## config.mk

```make
export PLATFORM = sky130hd
export DESIGN_NAME = serial_adder
export DESIGN_NICKNAME = d
export VERILOG_FILES = /design/src/rtl/serial_adder.sv
export SDC_FILE = /design/constraint.sdc
export NUM_CORES = 1
export LEC_CHECK = 0
export ABC_AREA = 0
export BUFFER_PORTS_ARGS = -buffer_cell sky130_fd_sc_hd__clkbuf_2
export CORE_MARGIN = 5
export CORE_UTILIZATION = 42
export DETAILED_ROUTE_END_ITERATION = 8
export GPL_TIMING_DRIVEN = 0
export HOLD_SLACK_MARGIN = 0.15
export PLACE_DENSITY_LB_ADDON = 0.15
export SLEW_MARGIN = 20
export SYNTH_ARGS = -nofsm -noshare
export SYNTH_HDL_FRONTEND = slang
export SYNTH_SLANG_ARGS = --single-unit
```

## constraint.sdc

```tcl
create_clock -name clk -period 2.8 [get_ports clk]
set_clock_uncertainty 0.2 [all_clocks]
set_input_delay 0.56 -clock clk [delete_from_list [all_inputs] [get_ports clk]]
set_output_delay 0.56 -clock clk [all_outputs]
set_load 0.01 [all_outputs]
```

## src/rtl/serial_adder.sv

```systemverilog
// Bit-serial adder/subtractor: one full-adder cell plus a carry flop walks two
// WIDTH-bit operands LSB-first, one bit per clock, behind a start/done handshake.
module serial_adder #(
  parameter int unsigned WIDTH = 8
) (
  input  logic             clk,
  input  logic             rst,
  input  logic             start,
  input  logic             sub,
  input  logic [WIDTH-1:0] a,
  input  logic [WIDTH-1:0] b,
  input  logic             cin,
  output logic             busy,
  output logic             done,
  output logic [WIDTH-1:0] sum,
  output logic             cout,
  output logic             ovf
);

  localparam int unsigned CW = (WIDTH > 1) ? $clog2(WIDTH) : 1;
  localparam logic [CW-1:0] LAST = CW'(WIDTH - 1);

  typedef enum logic [1:0] {
    S_IDLE = 2'd0,
    S_RUN  = 2'd1,
    S_DONE = 2'd2
  } state_t;

  state_t state, state_nxt;
  logic busy_nxt, done_nxt;
  logic accept, last, bit_s, bit_c;
  logic carry;
  logic [CW-1:0] cnt;
  logic [WIDTH-1:0] a_sr, b_sr, res_sr, res_nxt;

  // State register; busy/done are registered copies of the next-state decode.
  always_ff @(posedge clk) begin
    if (rst) begin
      state <= S_IDLE;
      busy  <= 1'b0;
      done  <= 1'b0;
    end else begin
      state <= state_nxt;
      busy  <= busy_nxt;
      done  <= done_nxt;
    end
  end

  // Next-state logic
  always_comb begin
    state_nxt = state;
    case (state)
      S_IDLE:  state_nxt = start ? S_RUN : S_IDLE;
      S_RUN:   state_nxt = last ? S_DONE : S_RUN;
      S_DONE:  state_nxt = start ? S_RUN : S_IDLE;
      default: state_nxt = S_IDLE;
    endcase
  end

  // Output decode and the single full-adder cell
  always_comb begin
    busy_nxt = (state_nxt == S_RUN);
    done_nxt = (state_nxt == S_DONE);
    accept   = start && ((state == S_IDLE) || (state == S_DONE));
    last     = (cnt == LAST);
    bit_s    = a_sr[0] ^ b_sr[0] ^ carry;
    bit_c    = (a_sr[0] & b_sr[0]) | (a_sr[0] & carry) | (b_sr[0] & carry);
    // New bit enters at the MSB so the result fills LSB-first.
    res_nxt  = (res_sr >> 1) | (WIDTH'(bit_s) << (WIDTH - 1));
  end

  // Datapath: operand shift registers, carry flop, bit counter, result flags.
  always_ff @(posedge clk) begin
    if (rst) begin
      a_sr   <= '0;
      b_sr   <= '0;
      res_sr <= '0;
      carry  <= 1'b0;
      cnt    <= '0;
      sum    <= '0;
      cout   <= 1'b0;
      ovf    <= 1'b0;
    end else if (accept) begin
      a_sr  <= a;
      b_sr  <= sub ? ~b : b;
      carry <= sub ? 1'b1 : cin;
      cnt   <= '0;
    end else if (state == S_RUN) begin
      a_sr   <= a_sr >> 1;
      b_sr   <= b_sr >> 1;
      res_sr <= res_nxt;
      carry  <= bit_c;
      if (last) begin
        sum  <= res_nxt;
        cout <= bit_c;
        ovf  <= carry ^ bit_c;
      end else begin
        cnt <= cnt + CW'(1);
      end
    end
  end

endmodule

```

Word-level counts from Yosys, hierarchy flattened
Cells that the tools add are included.
- add/subtract/negate cells: 1
- equal/unequal tests: 5
- muxes and demuxes: 11
- bitwise operators: 12
- reductions and logical operators: 9
- operators with widths (cell ; count):
    8-bit 2-to-1 mux ; 5
    8-bit inverter ; 1
    7-bit by 8-bit bitwise OR with 8-bit output ; 1
    2-bit by 1-bit equality test with 1-bit output (second input constant) ; 2
    2-bit equality test (second input constant) ; 2
    1-bit 2-to-1 mux ; 4
    2-bit one-hot mux with 2 select lines ; 1
    2-bit AND reduction ; 2
    2-bit OR reduction ; 2
    3-bit by 1-bit adder with 3-bit output (second input constant) ; 1
    1-bit bitwise AND ; 3
    3-bit equality test (second input constant) ; 1
    3-bit AND reduction ; 1
    1-bit XOR ; 3
    2-bit logical NOT ; 1
    2-bit 2-to-1 mux ; 1
    1-bit inverter ; 2
    1-bit bitwise OR ; 2
    2-bit nonzero test ; 1
    1-bit logical AND ; 1
    1-bit logical OR ; 1
- register bits after elaboration: 42
- output and inout port bits: 12
- logic and storage cells: 49

Longest topological paths before layout
Gate-level depths: netlist of run 1.
- depth after elaboration: 5
- gate-level depth with buffers: 6
- mapped depth without buffers: 5

Worst setup path before layout of run 1
Ideal clock, no wire load.
- path type: register -> register
- start point: register cnt[0]
- end point: register cnt[1]
- setup time: 0.132 ns
- arrival time: 1.255 ns
- path slack: 1.213 ns
- cell stages (with the launch flop): 6
- clock period less this slack: 1.587 ns
- path through: dfxtp_1 -> ha_1 -> ha_1 -> nor3b_2 -> mux2i_1 -> nor3_1
- longest elaborated chain between the ends: 3
- elaborated cells on any way between the ends: 4
- ends and longest elaborated chain (element ; RTL line ; text):
    from (decl) ; 33 ; logic [CW-1:0] cnt;
    from (signal assigned) ; 98 ; cnt <= cnt + CW'(1);
    parallel branches: the longest is 3 deep, another holds 3-bit by 1-bit adder with 3-bit output ; -- ;
Parallel ways; which one is timed is not known.
A chain may end at the register's enable or synchronous reset.

Worst setup path in the final report of run 1
- start point: register cnt[0]
- end point: register sum[2]
- longest elaborated chain between the ends: 2
- ends and longest elaborated chain (element ; RTL line ; text):
    3-bit equality test ; 65 ; last = (cnt == LAST);
    3-bit AND reduction (no line) ; -- ;
    to (signal assigned) ; 94 ; sum <= res_nxt;
    to (decl) ; 15 ; output logic [WIDTH-1:0] sum,
No other way between the ends.

==> results of run 1 <==
## metrics by stage
step	hold slack, ps	area [µm²]
2_1_floorplan	232	1650
3_3_place_gp	246	1860
3_5_place_dp	248	1860
4_1_cts	259	1980
5_1_grt	280	1980
6_report	254	1980
## flip-flops by register name, indices dropped and copies added (netlist names), 2 cells and up
name    cells
a_sr        8
sum         8
cnt         3
state       2
res_sr      7
b_sr        8
## per-layer routing
metal,vias up,track usage
met5,-,0
met4,0,0.0697
met3,7,0.0358
met2,38,0.221
met1,641,0.201
li1,731,-
## power by group
| part | total [mW] | switching (mW) | internal (mW) |
|---|---|---|---|
| Combinational | 0.139 | 0.0800 | 0.0589 |
| Clock | 0.495 | 0.204 | 0.291 |
| Sequential | 0.629 | 0.0179 | 0.611 |
| Total | 1.26 | 0.302 | 0.961 |
## cells in the mapped netlist, types with 2 or more instances
cell,number,area share
clkbuf_1,6,0.014
buf_2,8,0.024
dfxtp_1,41,0.50
mux2i_1,3,0.018
a311oi_1,6,0.032
a22oi_1,2,0.0091
nand2_1,46,0.10
xnor2_1,2,0.011
nand2b_1,2,0.0076
o22ai_1,6,0.023
a21oi_1,19,0.058
ha_1,2,0.015
nor2_1,12,0.027
nor3_1,16,0.049
xor2_1,8,0.042
nand3_1,4,0.012
## cells by family (layout without fill, tap and decap cells)
family	after synthesis	in the layout
compound gates	36	36
xor+xnor	10	10
fa+ha+maj	3	3
buf+inv	16	54
flops	41	41
mux	3	3
simple gates	85	85
## worst register-to-register path, stage by stage (launching register included)
cell and delay [ps]:
dfxtp_1 330, ha_1 200, ha_1 210, nand3b_1 120, clkbuf_1 380, nand2_1 100, a21oi_1 150
## path summary, 6_finish.rpt
path             to  depth (start not counted)
max          sum[2]                          6
max reg2reg  sum[2]                          6
min          sum[5]                          2
min reg2reg  sum[5]                          2
## final cells by class
cell class | instances | area (µm²) | share of cell area
plain buffers | 16 | 75.1 | 0.0380
clock buffers | 7 | 86.3 | 0.0437
clock inverters | 1 | 30.0 | 0.0152
multi-input cells | 137 | 754 | 0.382
flip-flops and latches | 41 | 821 | 0.415
well taps | 48 | 60.1 | 0.0304
repair buffers | 30 | 150 | 0.0759
==> impl_metrics.env, run 1 <==
export IMPL_status="finished clean"
export IMPL_setup_viol=0
export IMPL_cts_sinks=41
export IMPL_highest_layer="met4"
export IMPL_area_growth_pct=19.8
export IMPL_grt_use_total=0.148
export IMPL_path_max_fanout=10
export IMPL_ir_drop_v=0.000287
export IMPL_detailed_place_hpwl_mm=2.62
export IMPL_end_kind="register"
export IMPL_drc=0
export IMPL_ys_flop_type="dfxtp_1"
export IMPL_max_cap_violations=0
export IMPL_fmax_mhz=566
export IMPL_routedWlPerCell_um=13.3
export IMPL_synthDistinctLibCells=27
export IMPL_grt_first_pass_wirelength_mm=6.13
export IMPL_core_area_um2=3740
export IMPL_worstPathArrival_ps=1790
export IMPL_regToRegSetupSlack_ps=1030
export IMPL_htreeDepth=2
export IMPL_fin_crit_ps=1770
export IMPL_cp_startpoint="cnt[0]"
export IMPL_synth_simple_area_share=0.226
export IMPL_first_pass_iters=4
export IMPL_pin_count=33
export IMPL_cp_cell_sequence="ha_1 > ha_1 > nand3b_1 > clkbuf_1 > nand2_1 > a21oi_1"
export IMPL_rows=22
export IMPL_final_cell_mix="nand2_1, dfxtp_1, clkbuf_2"
export IMPL_min_period_over_period=0.631
export IMPL_finalHoldViolCount=0
export IMPL_numPortBuffers=30
export IMPL_met3_length_um=244
export IMPL_rsz0062_at_grt="false"
export IMPL_ant_nets=0
export IMPL_fin_cells=280
export IMPL_fin_nets=255
export IMPL_path_buf_inv=1
export IMPL_clk_path_buf_depth=2
export IMPL_async_reset_ff_frac=0
export IMPL_cts_made_buffers=5
export IMPL_globalplace_congestion=0.757
export IMPL_yosysWarnings=0
export IMPL_path_common_cell="ha_1"
export IMPL_syn_area_per_cell_um2=8.51
export IMPL_diodes=0
export IMPL_setup_ws_ps=1030
export IMPL_fill_cells=380
export IMPL_wl_mm=3.72
export IMPL_via_per_inst=5.06
export IMPL_root_buffer="clkbuf_8"
export IMPL_yosysSeqAreaShare=0.497
export IMPL_power_total_mw=1.26
export IMPL_setup_tns_ps=0
export IMPL_route_met2_wl_mm=1.62
export IMPL_cp_start_kind="register"
export IMPL_worstMarginPinSlew_ps=519
export IMPL_cts_hold_buffers=0
export IMPL_power_density_nw_per_um2=639
export IMPL_cts_tree="built"
export IMPL_hp_class="register to register"
export IMPL_post_place_ws_ps=1010
export IMPL_start_util=0.441
export IMPL_synth_nets=218
export IMPL_die_y_um=72.7
export IMPL_cp_required_ps=2830
export IMPL_crit_slowest_cell="clkbuf_1"
export IMPL_clock_latency_ps=290
export IMPL_grt_max_degree=13
export IMPL_crit_family="adder cells"
export IMPL_die_w_um=72.7
export IMPL_postCtsSetupBuffers=0
export IMPL_muxShareOfSynthArea=0.0182
export IMPL_grt_overflow_total=0
export IMPL_drt_iter0_drc=59
export IMPL_final_common_cell="nand2_1"
export IMPL_holdCritStartpoint="sum[5]"
export IMPL_leakage_nw=0.791
export IMPL_synth_fa_ha_area_frac=0.0273
export IMPL_relSlewSlack=0.654
export IMPL_setup_worst_path_class="register to register"
export IMPL_synthXorXnorAreaFrac=0.0531
export IMPL_cts_clk_slew_worst_paths_ps=80
export IMPL_synth_compound_area_frac=0.133
export IMPL_grt_pass1_vias=1362
export IMPL_die_area_um2=5280
export IMPL_dp_cells=272
export IMPL_cpPeakStageDelay_ps=380
export IMPL_r2r_start="cnt[0]"
export IMPL_antenna_found_initial=0
export IMPL_layout_drive_gt1_share=0.207
export IMPL_syn_area_um2=1650
export IMPL_met1_length_mm=1.79
export IMPL_slew_viol_final=0
export IMPL_postLayoutCoreUtil=0.528
export IMPL_synth_top_family_by_area="simple AND/OR/NAND/NOR gates"
export IMPL_postCtsResizedCells=0
export IMPL_ys_ff_latch=41
export IMPL_num_vias=1417
export IMPL_synth_enable_flop_cells=0
export IMPL_synthCells=194
Power figures use the tool's default switching activity.
==> run 2, diff against run 1 <==
--- a/config.mk
+++ b/config.mk
@@ -5,7 +5,7 @@
 export SDC_FILE = /design/constraint.sdc
 export NUM_CORES = 1
 export LEC_CHECK = 0
-export ABC_AREA = 0
+export ABC_AREA = 1
 export BUFFER_PORTS_ARGS = -buffer_cell sky130_fd_sc_hd__clkbuf_2
 export CORE_MARGIN = 5
 export CORE_UTILIZATION = 42
==> constraint.sdc (replaced) <==
create_clock -name clk -period 1.8 [get_ports clk]
set_clock_uncertainty 0.2 [all_clocks]
set_input_delay 0.36 -clock clk [delete_from_list [all_inputs] [get_ports clk]]
set_output_delay 0.36 -clock clk [all_outputs]
set_load 0.01 [all_outputs]
==> impl_metrics.env, run 2 <==
export IMPL_slew_viol_final=0
export IMPL_clkPwrFrac=0.376
export IMPL_cts_made_buffers=5
export IMPL_min_period_over_period=0.887
export IMPL_diodes=0
export IMPL_cts_clk_slew_worst_paths_ps=80
export IMPL_first_pass_iters=4
export IMPL_seqPwrFrac=0.481
export IMPL_postCtsResizedCells=0
export IMPL_antenna_found_initial=0
export IMPL_relSlewSlack=0.634
export IMPL_fmax_mhz=626
export IMPL_ir_drop_v=0.000470
export IMPL_leakage_nw=1.15
export IMPL_syn_area_per_cell_um2=7.23
export IMPL_final_common_cell="nand2_1"
export IMPL_fin_crit_ps=1600
export IMPL_grt_use_total=0.148
export IMPL_max_cap_violations=0
export IMPL_setup_tns_ps=0
export IMPL_power_density_nw_per_um2=918
export IMPL_cp_start_kind="register"
export IMPL_core_area_um2=4350
export IMPL_globalplace_congestion=0.762
export IMPL_final_area_um2=2260
export IMPL_grt_overflow_total=0
export IMPL_reg_largest_list="a_sr: 8 flops, b_sr: 8 flops, sum: 8 flops"
export IMPL_end_kind="register"
export IMPL_synthCells=260
export IMPL_rsz0062_at_grt="false"
export IMPL_yosysWarnings=0
export IMPL_worstMarginPinSlew_ps=548
export IMPL_via_per_inst=4.71
export IMPL_postCtsSetupBuffers=0
export IMPL_die_y_um=76.9
export IMPL_synth_nets=284
export IMPL_wl_mm=4.03
export IMPL_rows=24
export IMPL_worstPathArrival_ps=1580
export IMPL_combPwrFrac=0.143
export IMPL_fill_cells=466
export IMPL_fin_nets=326
export IMPL_synth_top_cell_area_share=0.437
export IMPL_p_sw_frac=0.257
export IMPL_grt_first_pass_wirelength_mm=7.13
export IMPL_synthTopCellsByCount="nand2_1, nor2_1, dfxtp_1"
export IMPL_path_common_cell="ha_1"
export IMPL_multi_input_area_um2=827
export IMPL_finalHoldViolCount=0
export IMPL_cp_required_ps=1790
export IMPL_num_vias=1671
export IMPL_cpPeakStageDelay_ps=370
export IMPL_cp_cell_sequence="ha_1 > ha_1 > inv_1 > nor2_4 > inv_2 > nand3_1 > o21ai_0"
export IMPL_seq_area_um2=821
export IMPL_setup_viol=0
export IMPL_power_total_mw=2.07
export IMPL_path_max_fanout=10
export IMPL_syn_area_um2=1880
export IMPL_post_place_ws_ps=103
export IMPL_die_w_um=76.9
export IMPL_pin_count=33
export IMPL_area_growth_pct=20.2
export IMPL_drt_iter0_drc=77
export IMPL_dpl_instance_area_um2=2100
export IMPL_cts_sinks=41
export IMPL_yosysSeqAreaShare=0.437
export IMPL_setup_ws_ps=203
export IMPL_async_reset_ff_frac=0
export IMPL_clk_path_buf_depth=2
export IMPL_p_switching_uw=534
export IMPL_final_cell_mix="nand2_1, nor2_1, dfxtp_1"
export IMPL_grt_pass1_vias=1558
export IMPL_p_int_mw=1.54
export IMPL_synth_most_common_cell="nand2_1"
export IMPL_cts_tree="built"
export IMPL_numPortBuffers=31
export IMPL_cp_startpoint="cnt[0]"
export IMPL_root_buffer="clkbuf_8"
export IMPL_ant_nets=0
export IMPL_status="finished clean"
export IMPL_die_area_um2=5910
export IMPL_start_util=0.432
export IMPL_htreeDepth=2
export IMPL_layout_drive_gt1_share=0.191
export IMPL_synth_enable_flop_cells=0
export IMPL_crit_slowest_cell="dfxtp_1"
export IMPL_detailed_place_hpwl_mm=2.85
export IMPL_netlist_top_cells_area="dfxtp_1, nand2_1, nor2_1, o21ai_0, inv_1"
export IMPL_routedWlPerCell_um=11.3
export IMPL_holdCritStartpoint="rst"
export IMPL_cts_hold_buffers=4
export IMPL_setup_worst_path_class="register to register"
export IMPL_synthDistinctLibCells=25
export IMPL_r2r_start="cnt[0]"
export IMPL_ys_flop_type="dfxtp_1"
export IMPL_drc=0
export IMPL_grt_max_degree=14
export IMPL_synth_top_cell_by_area="dfxtp_1"
export IMPL_hold_ws_ps=170
export IMPL_clock_latency_ps=300
export IMPL_ys_ff_latch=41
export IMPL_hp_class="input port to register"
run 2: power groups by stage:
stage	logic (mW)	clock network [mW]	registers (mW)
3_3_place_gp	0.290	0	1.02
5_1_grt	0.344	0.834	1.01
4_1_cts	0.301	0.797	0.997
2_1_floorplan	0.216	0	1.01
3_5_place_dp	0.293	0	1.02
6_report	0.297	0.780	0.997
run 2: through the flow:
stage,util,instances
2_1_floorplan,-,260
5_1_grt,0.519,355
4_1_cts,0.519,355
3_3_place_gp,0.482,343
6_report,0.519,355
3_5_place_dp,0.482,343
run 2: logic make-up (layout without fill, tap and decap cells):
kind of cell,after synthesis,count (layout),synth area share
fa+ha+maj,3,3,0.0240
xor+xnor,1,1,0.00466
compound gates,43,43,0.121
simple gates,126,126,0.290
flops,41,41,0.437
buf+inv,46,89,0.123
run 2: per-layer routing:
layer  up-vias  part of all wire  track usage
met1       729              0.48        0.192
met2        40              0.44        0.233
met5         -                 0            0
met3         8             0.066       0.0386
li1        894                 -            -
met4         0             0.019       0.0577
run 2: area by class of cell:
class,instances,area share
inverters,36,0.0609
plain buffers,10,0.0415
clock buffers,6,0.0365
repair buffers,35,0.0864
flip-flops and latches,41,0.363
clock inverters,2,0.0166
multi-input cells,173,0.366
well taps,52,0.0288
run 2: critical path, delay by kind of cell, from the launching register on:
kind / cells / cell delay, ps
AOI/OAI and AO/OA: 1 / 80
DFF: 1 / 370
adders and majority gates: 2 / 330
buffers and inverters: 2 / 200
and+or+nand+nor: 2 / 300
run 2: path summary, 6_finish.rpt:
path                  end  slack [ps]  cells after the start
setup reg to reg   sum[2]         200                      7
hold reg to reg   b_sr[7]         260                      2
hold / removal     cnt[0]         170                      4
setup / recovery   sum[2]         200                      7
==> run 3, diff against run 2 <==
==> constraint.sdc (replaced) <==
create_clock -name clk -period 1.8 [get_ports clk]
set_clock_uncertainty 0.2 [all_clocks]
set_input_delay 0 -clock clk [delete_from_list [all_inputs] [get_ports clk]]
set_output_delay 0 -clock clk [all_outputs]
set_load 0.01 [all_outputs]
==> impl_metrics.env, run 3 (same netlist as run 2, synthesis figures left out) <==
export IMPL_status="finished clean"
export IMPL_grt_first_pass_wirelength_mm=7.55
export IMPL_via_per_inst=4.63
export IMPL_area_growth_pct=32.5
export IMPL_ant_nets=0
export IMPL_fmax_mhz=626
export IMPL_setup_worst_path_class="input port to register"
export IMPL_worstMarginPinSlew_ps=540
export IMPL_hp_class="register to register"
export IMPL_globalplace_congestion=0.762
export IMPL_ir_drop_v=0.000483
export IMPL_cp_required_ps=1800
export IMPL_die_y_um=76.9
export IMPL_final_cell_mix="nand2_1, nor2_1, dfxtp_1"
export IMPL_grt_overflow_total=0
export IMPL_seq_area_um2=821
export IMPL_die_area_um2=5910
export IMPL_postLayoutCoreUtil=0.572
export IMPL_min_period_over_period=0.887
export IMPL_worstPathArrival_ps=1600
export IMPL_htreeDepth=2
export IMPL_final_common_cell="nand2_1"
export IMPL_drc=0
export IMPL_end_kind="register"
export IMPL_num_vias=1752
export IMPL_diodes=0
export IMPL_min_to="b_sr[7]"
export IMPL_root_buffer="clkbuf_8"
export IMPL_clock_latency_ps=300
export IMPL_r2r_start="cnt[0]"
export IMPL_cts_clk_slew_worst_paths_ps=80
export IMPL_first_pass_iters=4
export IMPL_regToRegSetupSlack_ps=210
export IMPL_cts_made_buffers=5
export IMPL_rsz0062_at_grt="false"
export IMPL_pin_count=33
export IMPL_clk_path_buf_depth=2
export IMPL_die_w_um=76.9
export IMPL_cp_start_kind="input port"
export IMPL_holdCritStartpoint="b_sr[7]"
export IMPL_numPortBuffers=31
export IMPL_cts_sinks=41
export IMPL_drt_iter0_drc=106
export IMPL_antenna_found_initial=0
export IMPL_postCtsSetupBuffers=0
export IMPL_setup_tns_ps=0
export IMPL_fin_nets=349
export IMPL_path_max_fanout=10
export IMPL_worstReg2RegEnd="sum[2]"
export IMPL_reg_largest_list="a_sr: 8 flops, b_sr: 8 flops, sum: 8 flops"
export IMPL_fin_crit_ps=1600
export IMPL_finalHoldViolCount=0
export IMPL_detailed_place_hpwl_mm=2.85
export IMPL_setup_viol=0
export IMPL_multi_input_area_um2=827
export IMPL_grt_max_degree=14
export IMPL_cts_tree="built"
export IMPL_layout_drive_gt1_share=0.178
export IMPL_routedWlPerCell_um=11.3
export IMPL_slew_viol_final=0
export IMPL_grt_pass1_vias=1643
export IMPL_power_density_nw_per_um2=849
export IMPL_rr_worst_depth=7
export IMPL_fill_cells=442
export IMPL_hold_depth=2
export IMPL_leakage_nw=1.23
export IMPL_max_cap_violations=0
export IMPL_rows=24
export IMPL_start_util=0.432
export IMPL_grt_use_total=0.158
export IMPL_wl_mm=4.28
export IMPL_relSlewSlack=0.640
export IMPL_core_area_um2=4350
[run 3: cell types whose count changed in the layout (fill, tap and decap cells not counted)]
cell and change:
dlygate4sd3_1 +23
[run 3: what timing repair did]
item | in CTS | in global routing
gates resized for setup | 0 | 0
hold buffers | 27 | 0
hold endpoints to repair | 31 | 0
[run 3: power breakdown]
group,leakage (nW),switching [mW],internal (mW)
Combinational,0.841,0.179,0.158
Sequential,0.336,0.0335,0.964
Clock,0.0574,0.329,0.451
[run 3: stage by stage]
step | setup WS [ps] | instance area (µm²) | hold WS [ps] | cells | total power [mW]
2_1_floorplan | 413 | 1880 | -122 | 260 | 1.23
3_3_place_gp | 229 | 2100 | 21.1 | 343 | 1.31
3_5_place_dp | 189 | 2100 | 30.6 | 343 | 1.31
4_1_cts | 176 | 2490 | 255 | 378 | 2.13
5_1_grt | 46.4 | 2490 | 283 | 378 | 2.23
6_report | 203 | 2490 | 262 | 378 | 2.11
[run 3: layout make-up]
class	count	share of cell area
multi-input cells	173	0.332
flip-flops and latches	41	0.330
repair buffers	58	0.171
inverters	36	0.0553
plain buffers	10	0.0377
clock buffers	6	0.0332
well taps	52	0.0261
clock inverters	2	0.0151
[run 3: how the worst max path moves through the flow]
stage	from	slack [ps]	depth (start not counted)	endpoint
2_1_floorplan	cnt[0]	410	7	sum[2]
3_3_place_gp	cnt[0]	230	7	ovf
3_5_place_dp	cnt[0]	190	7	sum[4]
4_1_cts	cnt[0]	180	7	sum[4]
5_1_grt	cnt[0]	50	7	sum[2]
6_report	sub	200	8	b_sr[4]
[run 3: critical path: stages]
cell and delay, ps:
dlygate4sd3_1 520, buf_2 200, nand2_1 60, dlygate4sd3_1 550
nand3_1 90, nand3_1 70, nand2_1 60, inv_1 40
[run 3: routing by layer]
metal / vias up / GRT usage / wire length (µm)
met5: - / 0 / 0
met4: 0 / 0.0699 / 110
met3: 11 / 0.0398 / 220
met2: 44 / 0.250 / 1920
met1: 756 / 0.201 / 2030
li1: 941 / - / -
